--- src/rtl/bridge_mailbox_if.sv ---
// Pocket bridge bus as seen by one leaf of the splitter.
// The bus clock travels with the bundle so the leaf needs no separate clock port.
interface bridge_if (
    input logic clk
);
    logic [31:0] addr;
    logic [31:0] wr_data;
    logic        wr;
    logic        rd;
    logic [31:0] rd_data;

    modport leaf (
        input  clk,
        input  addr,
        input  wr_data,
        input  wr,
        input  rd,
        output rd_data
    );

    modport host (
        input  clk,
        input  rd_data,
        output addr,
        output wr_data,
        output wr,
        output rd
    );
endinterface

--- src/rtl/bridge_mailbox.sv ---
// Bridge leaf mailbox: host-to-core command FIFO and core-to-host response FIFO
// behind a four-word register window (DATA, STATUS, CTRL, ID).
module bridge_mailbox #(
    parameter int unsigned DEPTH      = 16,
    parameter logic [31:0] MAILBOX_ID = 32'h4D42_0001
) (
    bridge_if.leaf      bridge,
    input  logic        reset,
    output logic [31:0] cmd_data,
    output logic        cmd_valid,
    input  logic        cmd_ready,
    input  logic [31:0] rsp_data,
    input  logic        rsp_valid,
    output logic        rsp_ready
);
    localparam int PW = $clog2(DEPTH);
    localparam int CW = PW + 1;

    typedef enum logic [1:0] {
        REG_DATA   = 2'd0,
        REG_STATUS = 2'd1,
        REG_CTRL   = 2'd2,
        REG_ID     = 2'd3
    } reg_sel_t;

    logic clk;
    assign clk = bridge.clk;

    logic [31:0] cmd_mem [DEPTH];
    logic [31:0] rsp_mem [DEPTH];

    logic [PW-1:0] cmd_wr_ptr, cmd_rd_ptr, rsp_wr_ptr, rsp_rd_ptr;
    logic [CW-1:0] cmd_count, rsp_count;
    logic [CW-1:0] cmd_count_next, rsp_count_next;
    logic          ovf, unf;
    logic [31:0]   rd_data_q;

    reg_sel_t sel;
    logic     wr_en, rd_en;
    logic     data_wr, data_rd, status_wr, ctrl_wr;
    logic     cmd_flush, rsp_flush;
    logic     cmd_full, cmd_push, cmd_pop;
    logic     rsp_empty, rsp_push, rsp_pop;
    logic     ovf_set, unf_set, ovf_clr, unf_clr;
    logic [31:0] status_word;
    logic [31:0] rd_mux;

    // A simultaneous wr and rd is illegal on the bus; the write wins.
    assign sel       = reg_sel_t'(bridge.addr[3:2]);
    assign wr_en     = bridge.wr;
    assign rd_en     = bridge.rd && !bridge.wr;
    assign data_wr   = wr_en && (sel == REG_DATA);
    assign data_rd   = rd_en && (sel == REG_DATA);
    assign status_wr = wr_en && (sel == REG_STATUS);
    assign ctrl_wr   = wr_en && (sel == REG_CTRL);
    assign cmd_flush = ctrl_wr && bridge.wr_data[0];
    assign rsp_flush = ctrl_wr && bridge.wr_data[1];

    assign cmd_valid = (cmd_count != '0);
    assign cmd_full  = (cmd_count == CW'(DEPTH));
    assign cmd_pop   = cmd_valid && cmd_ready;
    // A full FIFO still takes a write when the core frees a slot in the same cycle.
    assign cmd_push  = data_wr && (!cmd_full || cmd_pop);
    assign ovf_set   = data_wr && cmd_full && !cmd_pop;
    assign cmd_data  = cmd_valid ? cmd_mem[cmd_rd_ptr] : 32'h0;

    assign rsp_empty = (rsp_count == '0);
    assign rsp_push  = rsp_valid && rsp_ready;
    assign rsp_pop   = data_rd && !rsp_empty;
    assign unf_set   = data_rd && rsp_empty;

    assign ovf_clr   = status_wr && bridge.wr_data[31];
    assign unf_clr   = status_wr && bridge.wr_data[30];

    assign bridge.rd_data = rd_data_q;

    assign status_word = {ovf, unf, 6'b0, 8'(rsp_count), 8'(cmd_count),
                          6'b0, !rsp_empty, cmd_full};

    always_comb begin
        cmd_count_next = cmd_count;
        unique case ({cmd_push, cmd_pop})
            2'b10:   cmd_count_next = cmd_count + CW'(1);
            2'b01:   cmd_count_next = cmd_count - CW'(1);
            default: cmd_count_next = cmd_count;
        endcase
        if (cmd_flush) cmd_count_next = '0;
    end

    always_comb begin
        rsp_count_next = rsp_count;
        unique case ({rsp_push, rsp_pop})
            2'b10:   rsp_count_next = rsp_count + CW'(1);
            2'b01:   rsp_count_next = rsp_count - CW'(1);
            default: rsp_count_next = rsp_count;
        endcase
        if (rsp_flush) rsp_count_next = '0;
    end

    always_comb begin
        rd_mux = 32'h0;
        unique case (sel)
            REG_DATA:   rd_mux = rsp_empty ? 32'h0 : rsp_mem[rsp_rd_ptr];
            REG_STATUS: rd_mux = status_word;
            REG_CTRL:   rd_mux = 32'h0;
            REG_ID:     rd_mux = MAILBOX_ID;
            default:    rd_mux = 32'h0;
        endcase
    end

    // NOTE: FIFO storage is deliberately left out of reset; the counts and pointers
    // define what is valid, and keeping the RAMs reset-free lets them map to memory.
    always_ff @(posedge clk) begin
        if (cmd_push) cmd_mem[cmd_wr_ptr] <= bridge.wr_data;
        if (rsp_push && !rsp_flush) rsp_mem[rsp_wr_ptr] <= rsp_data;
    end

    always_ff @(posedge clk) begin
        if (reset) begin
            cmd_wr_ptr <= '0;
            cmd_rd_ptr <= '0;
            rsp_wr_ptr <= '0;
            rsp_rd_ptr <= '0;
            cmd_count  <= '0;
            rsp_count  <= '0;
            ovf        <= 1'b0;
            unf        <= 1'b0;
            rd_data_q  <= 32'h0;
            rsp_ready  <= 1'b0;
        end else begin
            if (cmd_flush) begin
                cmd_wr_ptr <= '0;
                cmd_rd_ptr <= '0;
            end else begin
                if (cmd_push) cmd_wr_ptr <= cmd_wr_ptr + PW'(1);
                if (cmd_pop)  cmd_rd_ptr <= cmd_rd_ptr + PW'(1);
            end

            if (rsp_flush) begin
                rsp_wr_ptr <= '0;
                rsp_rd_ptr <= '0;
            end else begin
                if (rsp_push) rsp_wr_ptr <= rsp_wr_ptr + PW'(1);
                if (rsp_pop)  rsp_rd_ptr <= rsp_rd_ptr + PW'(1);
            end

            cmd_count <= cmd_count_next;
            rsp_count <= rsp_count_next;

            // Set beats clear when both land in the same cycle.
            ovf <= ovf_set || (ovf && !ovf_clr);
            unf <= unf_set || (unf && !unf_clr);

            if (rd_en) rd_data_q <= rd_mux;

            // Registered so it is low through reset; tracks "not full" of the next count.
            rsp_ready <= (rsp_count_next != CW'(DEPTH));
        end
    end

endmodule

--- src/flat_wrapper.sv ---
// flat-port wrapper written by rule: the top's interface ports become plain ports
module bridge_mailbox_flat 
#(
    parameter int unsigned DEPTH      = 16,
    parameter logic [31:0] MAILBOX_ID = 32'h4D42_0001
)
  (reset, cmd_data, cmd_valid, cmd_ready, rsp_data, rsp_valid, rsp_ready, clk, bridge_addr, bridge_wr_data, bridge_wr, bridge_rd, bridge_rd_data);
  bridge_if bridge_i (.clk(clk));
  input  logic reset;
  output logic [31:0] cmd_data;
  output logic cmd_valid;
  input  logic cmd_ready;
  input  logic [31:0] rsp_data;
  input  logic rsp_valid;
  output logic rsp_ready;
  input wire logic clk;
  input wire logic [$bits(bridge_i.addr)-1:0] bridge_addr;
  input wire logic [$bits(bridge_i.wr_data)-1:0] bridge_wr_data;
  input wire logic [$bits(bridge_i.wr)-1:0] bridge_wr;
  input wire logic [$bits(bridge_i.rd)-1:0] bridge_rd;
  output wire logic [$bits(bridge_i.rd_data)-1:0] bridge_rd_data;
  assign bridge_i.addr = bridge_addr;
  assign bridge_i.wr_data = bridge_wr_data;
  assign bridge_i.wr = bridge_wr;
  assign bridge_i.rd = bridge_rd;
  assign bridge_rd_data = bridge_i.rd_data;
  bridge_mailbox #(.DEPTH(DEPTH), .MAILBOX_ID(MAILBOX_ID)) u_core (.bridge(bridge_i), .reset(reset), .cmd_data(cmd_data), .cmd_valid(cmd_valid), .cmd_ready(cmd_ready), .rsp_data(rsp_data), .rsp_valid(rsp_valid), .rsp_ready(rsp_ready));
endmodule
--- config.mk ---
export PLATFORM = sky130hd
export DESIGN_NAME = bridge_mailbox_flat
export DESIGN_NICKNAME = d
export VERILOG_FILES = /design/src/rtl/bridge_mailbox_if.sv /design/src/rtl/bridge_mailbox.sv /design/src/flat_wrapper.sv
export SDC_FILE = /design/constraint.sdc
export NUM_CORES = 1
export LEC_CHECK = 0
export BUFFER_PORTS_ARGS = -buffer_cell sky130_fd_sc_hd__buf_2
export CAP_MARGIN = 40
export CELL_PAD_IN_SITES_DETAIL_PLACEMENT = 1
export CELL_PAD_IN_SITES_GLOBAL_PLACEMENT = 1
export CORE_MARGIN = 10
export CORE_UTILIZATION = 54
export DETAILED_ROUTE_END_ITERATION = 12
export PLACE_DENSITY_LB_ADDON = 0.05
export SLEW_MARGIN = 30
export SYNTH_ARGS = -nofsm -noshare
export SYNTH_HDL_FRONTEND = slang
export SYNTH_SLANG_ARGS = --single-unit
--- constraint.sdc ---
create_clock -name clk -period 7.6 [get_ports clk]
set_clock_uncertainty 0.1 [all_clocks]
set_input_delay 1.52 -clock clk [delete_from_list [all_inputs] [get_ports clk]]
set_output_delay 1.52 -clock clk [all_outputs]
set_load 0.01 [all_outputs]
==> run summary <==
Status = complete, no violations
Nature of the critical path endpoint = output pin
Root Buffer = clkbuf_16
Fin nets = 2230
Layout cells sized above 1 = 31.6%
Routed Antenna Nets = 0
Sequential cell area = 32200 µm²
CTS tree = yes
Crit path time final = 5.14 ns
Register area share after synthesis = 76.6%
Flop and latch count out of synthesis = 1093
Met2 wire len = 52000 µm
Total power density per cell area = 284 nW/µm²
CP endpoint = cmd_data[21]
Post-Synthesis Net Count = 2037
Die width = 299 µm
Max Root-Sink Buffers = 3
H-tree depth = 3
Met1 WL = 38000 µm
HP Class = flop to flop
Setup_tns = 0 ns
Area occupied by multi-input gates = 9430 µm²
Max Cap Violations = 0
First-pass GRT wire length = 144000 µm
Met3 Wirelength = 4920 µm
DRC Markers = 0
Cells after Synth = 1917
Total congestion overflow = 0
Post-CTS Hold Fix Bufs = 0
Ranking of synthesized cells by area = edfxtp_1, mux4_2, dfxtp_1, mux2i_1, a21oi_1
Synth top area share = 73.3%
GRT Total Usage = 21.8%
Worst slew pin tran = 0.855 ns
Worst R2R Setup Slack = 4.03 ns
Reg2Reg Depth = 12
Top sig layer = met5
Site Rows = 102
Fmax = 194 MHz
RR Startpoint = u_core.cmd_count[0]
Finished Cell Area = 47900 µm²
Iter 0 DRT Violations = 1497
Pleak = 15.0 nW
Number of synthesized flops with an enable pin = 1024
Synth Flop Type = edfxtp_1
CP Launch Type = flop
Vias in the first global route = 21900
# setup viols final = 0
Post-synth cell types = 44
CP arrival = 3.52 ns
Drt total wl = 97200 µm
DR pass1 iterations = 5
CTS Sinks = 1093
Die span in y = 299 µm
Synthesis Warnings = 0
Post-CTS Setup Bufs = 0
CTS buffer count = 108
Post-CTS Resized = 0
Avg WL per Cell = 29.9 µm
Clock insertion delay at the later pin of the skew report = 0.66 ns
Area added between synthesis and finish = 14.2%
Vias per inst = 6.08
RSZ-0062 raised after global routing = false
Starting Density = 54.3%
Largest net degree at the start of global routing = 69
WS Path Type = flop to output pin
Initial antenna violation count = 18
Synthesized area = 41900 µm²
Core Area = 77200 µm²
Final hold vios = 0
Largest area contributor in the netlist = edfxtp_1
DP Area = 44100 µm²
Final Wtd Congestion = 0.733
Syn_area_per_cell = 21.9 µm²
Via count = 19700
Final Max Tran Viols = 0
Io pins = 168
Max IR drop VDD = 0.000211 V
Post-DP HPWL = 51500 µm
Reg-to-Reg End = u_core.cmd_count[4]
Async S/R FF share, synth = 0%
IO buf count = 137
Fillers = 6264
Critical path peak fanout = 34
Synth cell count leaders = edfxtp_1, mux4_2, nor2_1
Most frequent cell after synthesis = edfxtp_1
Reg clk slew, reported paths = 0.06 ns
Relative slew slack = 42.8%
DIE AREA = 89200 µm²
Data required, critical path = 5.98 ns
Final Cycle Share = 67.7%
## through the flow
stage               total power, mW  hold WS (ns)  worst slack (ns)  cells  utilization, %
floorplan                      7.71         0.360              1.28   1917               -
global placement               8.08         0.360              2.44   3036            57.0
detailed placement             8.11         0.363              2.68   3038            57.1
CTS                            13.7         0.382              2.29   3238            62.0
global route                   14.1         0.405              2.19   3243            62.0
finish                         13.6         0.380              2.46   3245            62.0
## layout make-up
cell class                      instances  area share [%]
Antenna cell                            5          0.0261
Clock buffer                          139            6.10
Clock inverter                         61            1.78
Inverter                               18           0.141
Multi-Input combinational cell        700            19.7
Sequential cell                      1093            67.2
Tap cell                             1040            2.72
Timing Repair Buffer                  189            2.38
## critical path, stage by stage (launching register included)
cell	delay [ns]
dfxtp_4	0.80
buf_4	0.63
mux4_2	0.59
mux4_2	0.48
and2_1	0.20
buf_2	0.14
## worst min-delay path by stage
| stage | to | cells after the start | slack [ns] | startpoint |
|---|---|---|---|---|
| floorplan | u_core.unf | 2 | 0.36 | u_core.unf |
| global placement | u_core.bridge.rd_data[25] | 1 | 0.36 | u_core.bridge.rd_data[25] |
| detailed placement | u_core.bridge.rd_data[21] | 1 | 0.36 | u_core.bridge.rd_data[21] |
| CTS | u_core.bridge.rd_data[5] | 1 | 0.38 | u_core.bridge.rd_data[5] |
| global route | u_core.bridge.rd_data[15] | 1 | 0.41 | u_core.bridge.rd_data[15] |
| finish | u_core.bridge.rd_data[7] | 1 | 0.38 | u_core.bridge.rd_data[7] |
## sequential cells by signal, indices dropped and copies added (netlist names), 4 cells and up, named ones only
signal and flops:
u_core.cmd_rd_ptr 4, u_core.rsp_mem 512, u_core.cmd_wr_ptr 4, u_core.rsp_wr_ptr 4
u_core.rsp_rd_ptr 4, u_core.cmd_mem 512, u_core.cmd_count 5, u_core.rsp_count 5
u_core.bridge.rd_data 32
## layer usage
metal | GRT usage (%) | vias up
li1 | - | 8378
met1 | 27.1 | 10600
met2 | 39.2 | 554
met3 | 3.74 | 145
met4 | 6.25 | 16
met5 | 0 | -
## cell usage in the layout, fill, tap and decap left out, types with 6 or more instances in the layout
master        n
a211oi_1     14
a21oi_1      56
a22o_1       14
a22oi_1      11
and2_1       34
buf_2       137
buf_4        45
bufinv_16    21
clkbuf_1     24
clkbuf_16   111
clkinv_1     18
clkinv_2     13
dfxtp_1      61
edfxtp_1   1024
ha_1         17
inv_1        18
mux2_2       18
mux2i_1      36
mux4_2      287
nand2_1      22
nand2b_1      6
nor2_1       54
nor2_4       16
nor2b_1      20
nor3_2        7
o22ai_1      18
xnor2_1       7
xor2_1       13
## cell families after synthesis
logic type | Yosys count | share of synthesized area [%]
AOI/OAI and AO/OA | 128 | 1.94
muxes | 341 | 16.8
adders and majority gates | 18 | 0.555
xor gates and xnor gates | 20 | 0.418
and+or+nand+nor | 193 | 2.34
buffers and inverters | 124 | 1.37
DFF | 1093 | 76.6
## power by group
group          switching, mW  leakage, nW  internal [mW]
registers             0.0844         9.78           6.62
clock network           2.21         1.83           3.42
logic                  0.616         3.39          0.635
total                   2.91         15.0           10.7
Power figures use the tool's default switching activity.
